<file path="src/rtl/mem_pkg.sv">
// rtl/mem_pkg.sv - shared types and constants for the memory requester
package mem_pkg;

    localparam int WORD_W      = 16;
    localparam int MEM_LAT_DEF = 2;

    typedef enum logic [2:0] {
        IDLE   = 3'd0,
        ISSUE  = 3'd1,
        WAIT   = 3'd2,
        DONE   = 3'd3,
        HALTED = 3'd4
    } state_e;

endpackage

</file>
<file path="src/rtl/mem_lat_cnt.sv">
// rtl/mem_lat_cnt.sv - loadable down-counter with zero flag for read latency
module mem_lat_cnt #(
    parameter int CNT_W = 4
) (
    input  logic             clk,
    input  logic             rst,
    input  logic             load_i,
    input  logic [CNT_W-1:0] load_val_i,
    input  logic             dec_i,
    output logic             zero_o
);

    logic [CNT_W-1:0] cnt_q;
    logic [CNT_W-1:0] cnt_d;

    always_comb begin
        cnt_d = cnt_q;
        if (load_i) begin
            cnt_d = load_val_i;
        end else if (dec_i && (cnt_q != '0)) begin
            cnt_d = cnt_q - 1'b1;
        end
    end

    always_ff @(posedge clk or negedge rst) begin
        if (!rst) begin
            cnt_q <= '0;
        end else begin
            cnt_q <= cnt_d;
        end
    end

    assign zero_o = (cnt_q == '0);

endmodule

</file>
<file path="src/rtl/mem_req_ctrl.sv">
// rtl/mem_req_ctrl.sv - MEM-stage requester for the multi-cycle data memory
module mem_req_ctrl
    import mem_pkg::*;
#(
    parameter int MEM_LAT = MEM_LAT_DEF,
    parameter int CNT_W   = 4
) (
    input  logic              clk,
    input  logic              rst,
    input  logic              pipe_en,
    input  logic              pipe_wr,
    input  logic [WORD_W-1:0] pipe_addr,
    input  logic [WORD_W-1:0] pipe_wdata,
    input  logic              halt,
    output logic [WORD_W-1:0] pipe_rdata,
    output logic              pipe_stall,
    output logic              pipe_done,
    output logic              pipe_err,
    output logic [WORD_W-1:0] mem_addr,
    output logic [WORD_W-1:0] mem_wdata,
    output logic              mem_rd,
    output logic              mem_wr,
    input  logic              mem_stall,
    input  logic [WORD_W-1:0] mem_rdata,
    output logic              mem_dump
);

    localparam logic [CNT_W-1:0] LAT_LOAD = CNT_W'(MEM_LAT - 1);

    state_e            state_q, state_d;
    logic [WORD_W-1:0] addr_q, wdata_q, rdata_q;
    logic              wr_q;
    logic              latch_req;
    logic              capture;
    logic              cnt_load;
    logic              cnt_dec;
    logic              cnt_zero;

    mem_lat_cnt #(
        .CNT_W (CNT_W)
    ) u_lat_cnt (
        .clk        (clk),
        .rst        (rst),
        .load_i     (cnt_load),
        .load_val_i (LAT_LOAD),
        .dec_i      (cnt_dec),
        .zero_o     (cnt_zero)
    );

    always_comb begin
        state_d    = state_q;
        latch_req  = 1'b0;
        capture    = 1'b0;
        cnt_load   = 1'b0;
        cnt_dec    = 1'b0;
        pipe_stall = 1'b0;
        pipe_done  = 1'b0;
        pipe_err   = 1'b0;
        mem_rd     = 1'b0;
        mem_wr     = 1'b0;
        mem_dump   = 1'b0;
        case (state_q)
            IDLE: begin
                // Gated by rst so every combinational output is 0 while reset is held.
                if (rst) begin
                    if (pipe_en) begin
                        if (pipe_addr[0]) begin
                            pipe_err = 1'b1;
                        end else begin
                            latch_req  = 1'b1;
                            pipe_stall = 1'b1;
                            state_d    = ISSUE;
                        end
                    end else if (halt) begin
                        mem_dump = 1'b1;
                        state_d  = HALTED;
                    end
                end
            end
            ISSUE: begin
                pipe_stall = 1'b1;
                mem_rd     = !wr_q;
                mem_wr     = wr_q;
                if (!mem_stall) begin
                    if (wr_q) begin
                        state_d = DONE;
                    end else begin
                        cnt_load = 1'b1;
                        state_d  = WAIT;
                    end
                end
            end
            WAIT: begin
                pipe_stall = 1'b1;
                if (cnt_zero) begin
                    capture = 1'b1;
                    state_d = DONE;
                end else begin
                    cnt_dec = 1'b1;
                end
            end
            DONE: begin
                pipe_done = 1'b1;
                state_d   = IDLE;
            end
            HALTED: begin
                state_d = HALTED;
            end
            default: begin
                state_d = IDLE;
            end
        endcase
    end

    always_ff @(posedge clk or negedge rst) begin
        if (!rst) begin
            state_q <= IDLE;
            addr_q  <= '0;
            wdata_q <= '0;
            wr_q    <= 1'b0;
            rdata_q <= '0;
        end else begin
            state_q <= state_d;
            if (latch_req) begin
                addr_q  <= pipe_addr;
                wdata_q <= pipe_wdata;
                wr_q    <= pipe_wr;
            end
            if (capture) begin
                rdata_q <= mem_rdata;
            end
        end
    end

    assign pipe_rdata = rdata_q;
    assign mem_addr   = addr_q;
    assign mem_wdata  = wdata_q;

endmodule

</file>
<file path="config.mk">
export PLATFORM = sky130hd
export DESIGN_NAME = mem_req_ctrl
export DESIGN_NICKNAME = d
export VERILOG_FILES = /design/src/rtl/mem_pkg.sv /design/src/rtl/mem_lat_cnt.sv /design/src/rtl/mem_req_ctrl.sv
export SDC_FILE = /design/constraint.sdc
export NUM_CORES = 1
export LEC_CHECK = 0
export ABC_AREA = 1
export BUFFER_PORTS_ARGS = -buffer_cell sky130_fd_sc_hd__buf_4
export CELL_PAD_IN_SITES_DETAIL_PLACEMENT = 0
export CELL_PAD_IN_SITES_GLOBAL_PLACEMENT = 1
export CORE_UTILIZATION = 35
export DETAILED_ROUTE_END_ITERATION = 7
export GPL_TIMING_DRIVEN = 0
export PLACE_DENSITY = 0.91
export SYNTH_ARGS = -nofsm -noshare
export SYNTH_HDL_FRONTEND = slang
export SYNTH_SLANG_ARGS = --single-unit
</file>
<file path="constraint.sdc">
create_clock -name clk -period 2 [get_ports clk]
set_input_delay 0.2 -clock clk [delete_from_list [all_inputs] [get_ports clk]]
set_output_delay 0.2 -clock clk [all_outputs]
set_load 0.05 [all_outputs]
</file>
; ---- After elaboration in Yosys (flattened, before gate mapping)
; Index checks and enable logic that the tools add are counted.
[op_classes]
div = 0
n_shift = 0
muxes = 33
n_mul = 0
bitwise_logic = 0
n_eq_ne = 9
addsub = 1
n_reduce_logical = 8
magnitude_cmp = 0
[op_table]
columns = cell, n
row1 = two-way mux 1 bit, 23
row2 = two-way mux 3 bit, 6
row3 = one-hot mux 3 bit (4 select lines), 1
row4 = two-way mux 4 bit, 2
row5 = equality test 3 x 2 -> 1 bit (second input constant), 2
row6 = inequality test 2 bit (second input constant), 3
row7 = inequality test 3 bit (second input constant), 2
row8 = AND reduction 5 bit, 1
row9 = zero test 4 bit, 1
row10 = nonzero test 4 bit, 1
row11 = subtractor 4 x 1 -> 4 bit (second input constant), 1
row12 = equality test 3 x 1 -> 1 bit (second input constant), 1
row13 = equality test 3 bit (second input constant), 1
row14 = zero test 3 bit, 1
row15 = one-hot mux 1 bit (2 select lines), 1
row16 = nonzero test 2 bit, 1
row17 = OR reduction 2 bit, 1
row18 = logical AND 1 bit, 1
row19 = zero test 1 bit, 1
[word_totals]
romBits = 0
in_bits = 54
latch_bits = 0
mem_bits_rw = 0
register_bits = 56
n_memories = 0

; ---- Logic depth before layout (Yosys ltp)
[logic_depth]
ltp_word = 6
depth_mapped = 8
ltp_nobuf = 8

; ---- Hierarchy
; Synthesis repeated with hierarchy kept, for this count alone.
[unflattened]
hier_cells = 299
hier_area_um2 = 2436.1
[by_module_without_submodules]
columns = mod, area_each_um2, cells_each, n_inst, seq_area_each_um2
row1 = mem_req_ctrl, 2140.8, 253, 1, 1301.2
row2 = mem_lat_cnt, 295.3, 46, 1, 100.1

; ---- Worst setup path before layout
; Ideal clock, no wire load.
[synth_path]
kind = register to output
startpoint = register state_q[0]
endpoint = output pipe_done
path_slack_ns = 0.247
t_arrival_ns = 1.553
stages_incl_launch_ff = 3
required_ns = 1.800
cell_sequence = dfrtp_1 inv_1 nor3_1
[synth_between]
elab_chain_cells = 2
[synth_lines]
columns = item, line
row1 = from (decl), mem_req_ctrl.sv:30  ; state_e state_q, state_d;
row2 = from (signal assigned), mem_req_ctrl.sv:123  ; state_q <= state_d;
row3 = equality test 3 x 2 -> 1 bit, mem_req_ctrl.sv:62  ; case (state_q)
row4 = two-way mux 1 bit, mem_req_ctrl.sv:62
row5 = to (decl), mem_req_ctrl.sv:17  ; output logic pipe_done,
; Every way passes these cells.

; ---- Final worst setup path
[layout_path]
startpoint = register state_q[1]
endpoint = output pipe_stall
[layout_between]
elab_chain_cells = 3
elab_cells_between_ends = 5
classes_between = eq/ne: 2 / mux: 1 / reduce/logical: 2
[layout_lines]
columns = item, line
row1 = equality test 3 x 2 -> 1 bit / equality test 3 x 1 -> 1 bit (equally long branches), mem_req_ctrl.sv:62
row2 = OR reduction 2 bit (no source line), n/a
row3 = one-hot mux 1 bit (2 select lines) (*), mem_req_ctrl.sv:62
row4 = to (decl), mem_req_ctrl.sv:16  ; output logic pipe_stall,
; Every way passes the cells marked *; elsewhere a longest branch is shown, timed or not.

==> results.md <==
* Status: complete, but fails checks
* Violated checks: design-rule violations, negative hold slack
* Htree depth at 2
* Starting density of the core at 36.9%
* Setup TNS at 0 ns
* Via Count at 2166
* Largest net degree at the start of global routing at 60
* P&R area growth vs syn at 43.4%
* Dpl cell area at 3280 sq um
* CTS Root Buffer Type: clkbuf_8
* ANT nets after route at 0
* First DRT Iteration DRCs at 121
* Most frequent cells in the layout: nand2_1, buf_4, dfrtp_1
* Wirelength per Cell at 12.0 um
* Cell Chain, Critical Path: nor2_4 > nand2_2 > nor2_4 > inv_2 > buf_6 > nand3_1 > buf_6
* Die span in x at 84.5 um
* TritonCTS Buffers at 5
* Crit Path Class: register to output port
* Worst setup SP type: register
* HPWL Detailed at 4180 um
* # port buffers at 107
* Minimum clock period at 1.88 ns
* CP max-delay cell: dfrtp_1
* CTS tree: yes
* Worst Path Buf+Inv at 3
* Final setup violation count at 0
* Core area at 6460 sq um
* Yosys reg bits at 56
* Hold Vio Cnt, Final at 56
* CP Capture Type: output port
* Antenna Cells at 0
* Final instance area at 3420 sq um
* Cell Area, Synth at 2380 sq um
* Slew @ Worst Pin at 0.525 ns
* Longest Clk Path Bufs at 2
* Syn_area_per_cell at 8.58 sq um
* Power per cell area at 1960 nW/um^2
* Final Max Tran Viols at 0
* Final WS setup at 0.120 ns
* DRT Wirelength at 5670 um
* Fill cells at 639
* Post-synthesis sequential area ratio at 58.8%
* Worst-path maximum fanout at 10
* HP Class: input pin to asynchronous set/reset pin
* Die Span Y at 84.5 um
* Max VDD drop at 0.725 mV
* Row count at 29
* Share of cells above drive strength 1 at 33.9%
* Clock-pin slew on the worst setup and hold paths at 0.10 ns
* IO Count at 108
* Relative slew slack at 65.0%
* Maximum clock frequency at 532 MHz
* RSZ-0062 raised after global routing: false
* Clock Skews at 0.00965 ns
* Most common cell after layout, fill and taps aside: nand2_1
* P_leak at 0.00194 uW
* Vias in the first global route at 2072
* Max-cap violation count at 0
* Max incr delay on CP at 0.44 ns
* Drt pass-1 iters at 6
* Cells after Synth at 278
* First-pass GRT wire length at 9470 um
* Post-layout util at 52.9%
* Die area at 7150 sq um
* Worst EP required at 1.80 ns
* Final #Nets at 450
* Pre-CTS setup slack at -0.0209 ns
* Total power at 6710 uW
* DR DRC count at 8
* TritonCTS sink count at 56
* GRT Util Overall at 16.5%
* Ys Warns at 0
* Vias per std cell at 4.59
* Delay-heaviest family, CP: simple AND/OR/NAND/NOR gates
* Antenna violations before repair at 0
* Post-synth net total at 334
* GRT Residual Overflow at 0
* Post-synth cell types at 19
* Final GP Congestion at 0.797
* Minimum hold slack at -0.148 ns
* Skew-Pair Late Insertion Delay at 0.31 ns
* Worst EP arrival at 1.68 ns
* Final period utilization at 94.0%
sequential cells by signal, indices dropped and copies added (netlist names):
register,flops
mem_addr,16
mem_wdata,16
pipe_rdata,16
u_lat_cnt.cnt_q,4
state_q,3
wr_q,1
synthesized netlist by cell type:
cell type	count	area share (%)
o211ai_1	1	0.31
buf_2	2	0.42
o22ai_1	1	0.26
ha_1	2	1.0
dfrtp_1	56	59
xor2_1	1	0.37
nor2_1	11	1.7
nor3_1	1	0.21
buf_6	4	1.9
inv_1	13	2.0
nand2_1	142	22
nand2_2	2	0.52
buf_4	3	0.94
nor2_4	3	1.4
nand4_1	1	0.26
inv_2	2	0.31
o21ai_0	1	0.21
nand3_2	1	0.42
nand3_1	31	6.5
through the flow:
step,hold slack [ns],std cells
after global routing,-0.128,472
final,-0.148,472
after detailed placement,0.315,462
after global placement,0.312,462
after floorplan,-0.0956,278
after CTS,-0.140,470
routing by layer:
metal	track usage [%]	wire, um	up-vias
li1	-	-	1093
met1	20.4	2490	1005
met2	29.0	2800	64
met3	3.83	335	4
met4	4.16	46	0
met5	0	0	-
power breakdown:
part / internal (uW) / leakage, uW / total, uW / switching, uW
Clock: 379 / 0.0000558 / 746 / 367
Sequential: 1680 / 0.000693 / 2010 / 328
Combinational: 1150 / 0.00119 / 3950 / 2810
Total: 3210 / 0.00194 / 6710 / 3500
timing repair:
action                                  4_1_cts  5_1_grt
hold endpoints to repair                     56       56
endpoints found under the setup margin        1        1
pin swaps                                     0        1
gates resized for setup                       1        2
buffers inserted                              0        2
logic make-up (layout without fill, tap and decap cells):
logic type	count (synthesis)	count (layout)	share of synthesized area, %
xor gates and xnor gates	1	1	0.367
and+or+nand+nor	192	192	33.4
buffers and inverters	24	141	5.61
AOI/OAI and AO/OA	3	3	0.787
adders and majority gates	2	2	1.05
DFF	56	56	58.8
final timing paths:
path	start	end	slack [ns]	cells after the start
worst max-delay path	state_q[1]	pipe_stall	0.12	7
worst min-delay path	rst	mem_wdata[15]	-0.15	1
worst max register to register	u_lat_cnt.cnt_q[0]	pipe_rdata[13]	0.44	8
worst min register to register	mem_wdata[4]	mem_wdata[4]	0.48	2
max in group asynchronous	rst	state_q[2]	1.77	1
min in group clk	pipe_addr[13]	mem_addr[13]	0.08	3
final cells by class:
class                           instances  area, sq um  area share, %
Buffer                                  9         77.6           2.27
Inverter                               15         56.3           1.65
Multi-Input combinational cell        198          850           24.8
Clock inverter                          2         38.8           1.13
Timing Repair Buffer                  109          826           24.1
Tap cell                               77         96.3           2.82
Sequential cell                        56         1400           41.0
Clock buffer                            6         72.6           2.12
(Power assumes the default switching activity.)
